--- src/rtl/md_sequencer_pkg.sv ---
// rtl/md_sequencer_pkg.sv - shared op/state encodings and sizing defaults for the multiply/divide unit
package md_sequencer_pkg;

    localparam int WIDTH_DEF = 32;
    localparam int CNT_W_DEF = 5;

    typedef enum logic [2:0] {
        MD_NONE  = 3'd0,
        MD_MULT  = 3'd1,
        MD_MULTU = 3'd2,
        MD_DIV   = 3'd3,
        MD_DIVU  = 3'd4,
        MD_MTHI  = 3'd5,
        MD_MTLO  = 3'd6,
        MD_RSVD  = 3'd7
    } md_op_e;

    typedef enum logic [1:0] {
        ST_IDLE = 2'd0,
        ST_CALC = 2'd1,
        ST_DONE = 2'd2
    } md_state_e;

    function automatic logic is_iter_op(input md_op_e op);
        return (op == MD_MULT) || (op == MD_MULTU) || (op == MD_DIV) || (op == MD_DIVU);
    endfunction

    function automatic logic is_signed_op(input md_op_e op);
        return (op == MD_MULT) || (op == MD_DIV);
    endfunction

endpackage

--- src/rtl/md_sequencer_if.sv ---
// rtl/md_sequencer_if.sv - EX-stage to multiply/divide unit bundle
interface md_sequencer_if #(
    parameter int WIDTH = 32
) ();
    logic             Start;
    logic [2:0]       MDOp;
    logic [WIDTH-1:0] A;
    logic [WIDTH-1:0] B;
    logic             Busy;
    logic             Stall;
    logic [WIDTH-1:0] HI;
    logic [WIDTH-1:0] LO;

    modport master (output Start, MDOp, A, B, input Busy, Stall, HI, LO);
    modport slave  (input Start, MDOp, A, B, output Busy, Stall, HI, LO);
endinterface

--- src/rtl/md_iter_core.sv ---
// rtl/md_iter_core.sv - one radix-2 step per cycle on unsigned magnitudes
// Multiply: LSB-first shift-add into {acc, shf}. Divide: restoring, remainder in acc, quotient in shf.
module md_iter_core
    import md_sequencer_pkg::*;
#(
    parameter int WIDTH = WIDTH_DEF
) (
    input  logic             clk,
    input  logic             reset,
    input  logic             load,
    input  logic             step,
    input  logic             is_div,
    input  logic [WIDTH-1:0] a_mag,
    input  logic [WIDTH-1:0] b_mag,
    output logic [WIDTH-1:0] acc,
    output logic [WIDTH-1:0] shf
);

    logic [WIDTH-1:0] acc_q, acc_d;
    logic [WIDTH-1:0] shf_q, shf_d;
    logic [WIDTH-1:0] m_q,   m_d;

    logic [WIDTH:0]   add_sum;
    logic [WIDTH:0]   rem_sh;
    logic [WIDTH-1:0] rem_sub;
    logic             rem_ok;

    always_comb begin
        add_sum = {1'b0, acc_q} + (shf_q[0] ? {1'b0, m_q} : {(WIDTH+1){1'b0}});
        rem_sh  = {acc_q, shf_q[WIDTH-1]};
        rem_ok  = (rem_sh >= {1'b0, m_q});
        // Only used when rem_ok, where the true difference is below m_q and fits WIDTH bits.
        rem_sub = rem_sh[WIDTH-1:0] - m_q;

        acc_d = acc_q;
        shf_d = shf_q;
        m_d   = m_q;
        if (load) begin
            acc_d = '0;
            shf_d = a_mag;
            m_d   = b_mag;
        end else if (step) begin
            if (is_div) begin
                acc_d = rem_ok ? rem_sub : rem_sh[WIDTH-1:0];
                shf_d = {shf_q[WIDTH-2:0], rem_ok};
            end else begin
                acc_d = add_sum[WIDTH:1];
                shf_d = {add_sum[0], shf_q[WIDTH-1:1]};
            end
        end
    end

    always_ff @(posedge clk or posedge reset) begin
        if (reset) begin
            acc_q <= '0;
            shf_q <= '0;
            m_q   <= '0;
        end else begin
            acc_q <= acc_d;
            shf_q <= shf_d;
            m_q   <= m_d;
        end
    end

    assign acc = acc_q;
    assign shf = shf_q;

endmodule

--- src/rtl/md_sequencer.sv ---
// rtl/md_sequencer.sv - iterative HI/LO multiply/divide unit with hazard stall
// Owns the FSM, iteration counter, sign fix-up and the architectural HI/LO registers.
module md_sequencer
    import md_sequencer_pkg::*;
#(
    parameter int WIDTH = WIDTH_DEF,
    parameter int CNT_W = CNT_W_DEF
) (
    input  logic          clk,
    input  logic          reset,
    md_sequencer_if.slave bus
);

    md_state_e        state_q, state_d;
    logic [CNT_W-1:0] cnt_q,   cnt_d;
    md_op_e           op_q,    op_d;
    logic             sign_a_q, sign_a_d;
    logic             sign_b_q, sign_b_d;
    logic             bzero_q, bzero_d;
    logic [WIDTH-1:0] hi_q,    hi_d;
    logic [WIDTH-1:0] lo_q,    lo_d;

    md_op_e             start_op;
    logic               signed_start;
    logic               a_neg, b_neg;
    logic [WIDTH-1:0]   a_mag, b_mag;
    logic               load;
    logic               is_div_q;
    logic [WIDTH-1:0]   core_acc, core_shf;
    logic [2*WIDTH-1:0] prod_raw, prod_fix;
    logic [WIDTH-1:0]   quo_fix, rem_fix;

    always_comb begin
        start_op     = md_op_e'(bus.MDOp);
        signed_start = is_signed_op(start_op);
        a_neg        = signed_start & bus.A[WIDTH-1];
        b_neg        = signed_start & bus.B[WIDTH-1];
        a_mag        = a_neg ? -bus.A : bus.A;
        b_mag        = b_neg ? -bus.B : bus.B;
        is_div_q     = (op_q == MD_DIV) || (op_q == MD_DIVU);

        // Quotient is negative when signs differ; remainder follows the dividend.
        prod_raw = {core_acc, core_shf};
        prod_fix = (sign_a_q ^ sign_b_q) ? -prod_raw : prod_raw;
        quo_fix  = (sign_a_q ^ sign_b_q) ? -core_shf : core_shf;
        rem_fix  = sign_a_q ? -core_acc : core_acc;
    end

    always_comb begin
        state_d  = state_q;
        cnt_d    = cnt_q;
        op_d     = op_q;
        sign_a_d = sign_a_q;
        sign_b_d = sign_b_q;
        bzero_d  = bzero_q;
        hi_d     = hi_q;
        lo_d     = lo_q;
        load     = 1'b0;

        case (state_q)
            ST_IDLE: begin
                if (bus.Start) begin
                    if (is_iter_op(start_op)) begin
                        load     = 1'b1;
                        op_d     = start_op;
                        sign_a_d = a_neg;
                        sign_b_d = b_neg;
                        bzero_d  = (bus.B == '0);
                        cnt_d    = '0;
                        state_d  = ST_CALC;
                    end else if (start_op == MD_MTHI) begin
                        hi_d = bus.A;
                    end else if (start_op == MD_MTLO) begin
                        lo_d = bus.A;
                    end
                end
            end
            ST_CALC: begin
                cnt_d = cnt_q + CNT_W'(1);
                if (cnt_q == CNT_W'(WIDTH - 1)) begin
                    state_d = ST_DONE;
                end
            end
            ST_DONE: begin
                state_d = ST_IDLE;
                if (!is_div_q) begin
                    {hi_d, lo_d} = prod_fix;
                end else if (!bzero_q) begin
                    hi_d = rem_fix;
                    lo_d = quo_fix;
                end
            end
            default: state_d = ST_IDLE;
        endcase
    end

    always_ff @(posedge clk or posedge reset) begin
        if (reset) begin
            state_q  <= ST_IDLE;
            cnt_q    <= '0;
            op_q     <= MD_NONE;
            sign_a_q <= 1'b0;
            sign_b_q <= 1'b0;
            bzero_q  <= 1'b0;
            hi_q     <= '0;
            lo_q     <= '0;
        end else begin
            state_q  <= state_d;
            cnt_q    <= cnt_d;
            op_q     <= op_d;
            sign_a_q <= sign_a_d;
            sign_b_q <= sign_b_d;
            bzero_q  <= bzero_d;
            hi_q     <= hi_d;
            lo_q     <= lo_d;
        end
    end

    md_iter_core #(
        .WIDTH (WIDTH)
    ) u_core (
        .clk    (clk),
        .reset  (reset),
        .load   (load),
        .step   (state_q == ST_CALC),
        .is_div (is_div_q),
        .a_mag  (a_mag),
        .b_mag  (b_mag),
        .acc    (core_acc),
        .shf    (core_shf)
    );

    assign bus.Busy  = (state_q != ST_IDLE);
    assign bus.Stall = bus.Busy | (bus.Start & is_iter_op(start_op));
    assign bus.HI    = hi_q;
    assign bus.LO    = lo_q;

endmodule

--- src/flat_wrapper.sv ---
// flat-port wrapper written by rule: the top's interface ports become plain ports
module md_sequencer_flat import md_sequencer_pkg::*;
#(
    parameter int WIDTH = WIDTH_DEF,
    parameter int CNT_W = CNT_W_DEF
)
  (clk, reset, bus_Start, bus_MDOp, bus_A, bus_B, bus_Busy, bus_Stall, bus_HI, bus_LO);
  md_sequencer_if #(.WIDTH(WIDTH)) bus_i ();
  input  logic clk;
  input  logic reset;
  input wire logic [$bits(bus_i.Start)-1:0] bus_Start;
  input wire logic [$bits(bus_i.MDOp)-1:0] bus_MDOp;
  input wire logic [$bits(bus_i.A)-1:0] bus_A;
  input wire logic [$bits(bus_i.B)-1:0] bus_B;
  output wire logic [$bits(bus_i.Busy)-1:0] bus_Busy;
  output wire logic [$bits(bus_i.Stall)-1:0] bus_Stall;
  output wire logic [$bits(bus_i.HI)-1:0] bus_HI;
  output wire logic [$bits(bus_i.LO)-1:0] bus_LO;
  assign bus_i.Start = bus_Start;
  assign bus_i.MDOp = bus_MDOp;
  assign bus_i.A = bus_A;
  assign bus_i.B = bus_B;
  assign bus_Busy = bus_i.Busy;
  assign bus_Stall = bus_i.Stall;
  assign bus_HI = bus_i.HI;
  assign bus_LO = bus_i.LO;
  md_sequencer #(.WIDTH(WIDTH), .CNT_W(CNT_W)) u_core (.clk(clk), .reset(reset), .bus(bus_i));
endmodule
--- config.mk ---
export PLATFORM = sky130hd
export DESIGN_NAME = md_sequencer_flat
export DESIGN_NICKNAME = d
export VERILOG_FILES = /design/src/rtl/md_sequencer_pkg.sv /design/src/rtl/md_sequencer_if.sv /design/src/rtl/md_iter_core.sv /design/src/rtl/md_sequencer.sv /design/src/flat_wrapper.sv
export SDC_FILE = /design/constraint.sdc
export NUM_CORES = 1
export LEC_CHECK = 0
export BUFFER_PORTS_ARGS = -buffer_cell sky130_fd_sc_hd__buf_2
export CAP_MARGIN = 40
export CORE_ASPECT_RATIO = 0.75
export CORE_UTILIZATION = 50
export DETAILED_ROUTE_END_ITERATION = 8
export PLACE_DENSITY = 0.75
export SLEW_MARGIN = 25
export SYNTH_ARGS = -nofsm -noshare
export SYNTH_HDL_FRONTEND = slang
export SYNTH_SLANG_ARGS = --single-unit
--- constraint.sdc ---
create_clock -name clk -period 6.3 [get_ports clk]
set_input_delay 0.945 -clock clk [delete_from_list [all_inputs] [get_ports clk]]
set_output_delay 0.945 -clock clk [all_outputs]
set_load 0.02 [all_outputs]
==> flow_metrics.py <==
metrics = {
    "status": {
        "status": "finished clean",
    },
    "detailed_routing": {
        "antenna_left": 0,
        "wl_um": 48700,
        "drc_errors": 0,
        "avgRoutedWirePerCell_um": 20.9,
        "drtIter0Drc": 1637,
        "avgViaCountPerCell": 6.26,
        "drt_pre_antenna_iters": 6,
        "vias": 14600,
    },
    "timing": {
        "slew_viol_final": 0,
        "rsz0062_at_grt": "false",
        "worst_pin_slew_ps": 807,
        "hold_viol_final": 0,
        "fmaxAchievable_ghz": 0.246,
        "fin_crit_sh": 0.645,
        "skew_ps": 13.5,
        "fin_crit_ps": 4060,
        "setup_viol": 0,
        "timing.hold.ws_ps": 478,
        "max-slew-margin-rel": 0.461,
        "setup-tns-final_ps": 0,
    },
    "placement": {
        "place_hpwl_um": 36400,
        "gp_congestion": 0.995,
        "placed_area_um2": 15300,
        "numPortBuffers": 135,
    },
    "worst_setup_path": {
        "critPathArrivalTime_ps": 4400,
        "start_kind": "flip-flop",
        "cp_slowest_cell": "nor4_2",
        "cp_cell_sequence": "inv_1 > buf_4 > ha_1 > inv_1 > nor4_2 > nand3_1 > nor3_1 > o21ai_0 > o41ai_2 > xnor2_1 > nor2_1 > o31ai_1",
        "end_kind": "flip-flop",
        "critPathMaxFanout": 29,
        "crit_path_frequent_cell": "inv_1",
        "slowest_delay_ps": 660,
        "required_ps": 6640,
        "path_class": "reg -> reg",
    },
    "clock_network": {
        "clock_path_buffers": 2,
        "cts_hold_buf": 0,
        "numClockSinks": 173,
        "cts_tree": "yes",
        "cts_inserted_buffers": 17,
        "clkTransAtPathRegs_ps": 70,
        "cts_root_buf": "clkbuf_16",
        "clkLatencyLatePin_ps": 450,
        "post_cts_resized": 0,
        "htreeDepth": 4,
        "post-cts-setup-buffer-count": 0,
    },
    "logic_synthesis": {
        "synthTopCellsByArea": "dfrtp_1 30%, ha_1 6.1%, o21ai_0 6.0%",
        "synthCells": 1872,
        "synth_common_cells": "227 x nand2_1, 198 x nor2_1, 173 x dfrtp_1, 173 x o21ai_0, 139 x a21oi_1",
        "synth_edf_count": 0,
        "synth_top_area_frac": 0.301,
        "yosysMostFrequentCell": "nand2_1",
        "yosysSeqAreaShare": 0.301,
        "ys_ff_latch": 173,
        "syn_nets": 2014,
        "yosysWarnings": 0,
        "yosys_most_used_dff": "dfrtp_1",
        "netlist_area_um2": 14400,
        "syn_area_per_cell_um2": 7.68,
        "yosysTopAreaCell": "dfrtp_1",
        "synthArstFlopShare": 1.00,
        "yosysUniqueCellTypes": 75,
    },
    "global_route": {
        "grt_max_degree": 84,
        "grt_usage": 0.333,
        "grt_pass1_vias": 13300,
        "grt_pass1_wl_um": 75400,
        "antenna_found_initial": 0,
        "grt_overflow_total": 0,
    },
    "finish": {
        "seq_area_um2": 4330,
        "nets": 2075,
        "multiInputGateArea_um2": 9380,
        "fin_util": 0.566,
        "layout-drive-gt1-share": 0.113,
        "fillers": 2623,
        "fin_area_um2": 15900,
        "antenna_cells": 0,
        "area_delta_synth_final_pct": 10.6,
    },
    "pwr": {
        "p_sw_frac": 0.531,
        "p_leak_nw": 7.07,
        "p_per_area_nw_per_um2": 690,
        "p_switching_mw": 5.82,
        "clock_power_share": 0.095,
        "pwr-share-seq": 0.230,
        "peakVddDrop_mv": 0.341,
        "intPower_mw": 5.14,
        "combPwrFrac": 0.675,
        "finalPower_mw": 11.0,
    },
    "die": {
        "die_area_um2": 29500,
        "fp.dieH_um": 149,
        "die_w_um": 198,
        "num_io_pins": 136,
        "coreArea_um2": 28100,
        "start_util": 0.512,
        "row_count": 53,
    },
    "run": {
        "cap_violations": 0,
    },
    "worst_hold_path": {
        "hold_path_class": "reg -> reg",
    },
}
==> registers in the layout, summed over array words and instances, names as in the netlist <==
register           count
u_core.state_q         2
u_core.bus.LO         32
u_core.cnt_q           5
u_core.u_core.shf     32
u_core.sign_a_q        1
u_core.op_q            3
u_core.bzero_q         1
u_core.u_core.m_q     32
u_core.bus.HI         32
u_core.u_core.acc     32
u_core.sign_b_q        1
==> per-layer routing <==
| metal | vias to the layer above | track usage | wire (µm) |
|---|---|---|---|
| met3 | 73 | 0.115 | 6260 |
| met5 | - | 0 | 0 |
| met2 | 832 | 0.461 | 19600 |
| li1 | 6818 | - | - |
| met1 | 6852 | 0.486 | 21700 |
| met4 | 0 | 0.0860 | 1040 |
==> cell usage in the layout (no fill, tap or decap), types with 22 or more instances in the layout <==
master	netlist	routed
buf_4	0	22
o21ai_0	173	172
dfrtp_1	173	173
o211ai_1	34	34
a21oi_1	139	139
a31oi_1	31	31
nand2_1	227	227
inv_1	68	67
a21o_1	38	37
xor2_1	73	73
xnor2_1	94	94
nor2_1	198	198
nand3_1	62	61
o31ai_1	52	52
nor3_1	45	45
buf_2	10	135
ha_1	70	70
==> worst max-delay path: cells and delay by family (launching register included) <==
kind | cells | cell delay [ps]
AOI/OAI and AO/OA | 3 | 970
xor gates and xnor gates | 1 | 170
adders and majority gates | 1 | 270
buffers and inverters | 3 | 610
DFF | 1 | 490
and+or+nand+nor | 4 | 1450
==> through the flow <==
stage	setup WS [ps]	cells
after floorplan	667	1872
after global placement	2570	2295
after detailed placement	2490	2297
after CTS	2430	2328
after global routing	2030	2330
final	2240	2330
==> layout make-up <==
cell class | count | share of cell area
clock buffer | 20 | 0.0275
inverter | 68 | 0.0164
sequential | 173 | 0.272
tap | 385 | 0.0303
clock inverter | 11 | 0.00724
timing repair buffer | 160 | 0.0566
multi-input combinational | 1513 | 0.590
==> power by group through the flow <==
stage,Clock (mW),Sequential [mW],Combinational [mW]
final,1.04,2.53,7.40
after global routing,1.09,2.59,8.09
after CTS,1.05,2.48,7.25
after detailed placement,0,2.49,7.19
after global placement,0,2.47,7.16
after floorplan,0,2.37,5.30
==> logic make-up after synthesis <==
| family | Yosys count | share of synthesized area |
|---|---|---|
| adders and majority gates | 72 | 0.0637 |
| DFF | 173 | 0.301 |
| and+or+nand+nor | 665 | 0.214 |
| xor gates and xnor gates | 167 | 0.102 |
| buffers and inverters | 186 | 0.0500 |
| AOI/OAI and AO/OA | 596 | 0.261 |
| muxes | 13 | 0.00905 |
==> final timing paths <==
| path | startpoint | end | cells past startpoint | slack [ps] |
|---|---|---|---|---|
| worst max-delay path | u_core.u_core.shf[0] | u_core.bus.HI[26] | 12 | 2240 |
| worst min register to register | u_core.bus.LO[8] | u_core.bus.LO[8] | 2 | 480 |
| max in group asynchronous | reset | u_core.u_core.m_q[27] | 4 | 4650 |
| worst min-delay path | u_core.bus.LO[8] | u_core.bus.LO[8] | 2 | 480 |
| min in group asynchronous | reset | u_core.u_core.shf[2] | 2 | 590 |
| worst max register to register | u_core.u_core.shf[0] | u_core.bus.HI[26] | 12 | 2240 |
(Power assumes the default switching activity.)
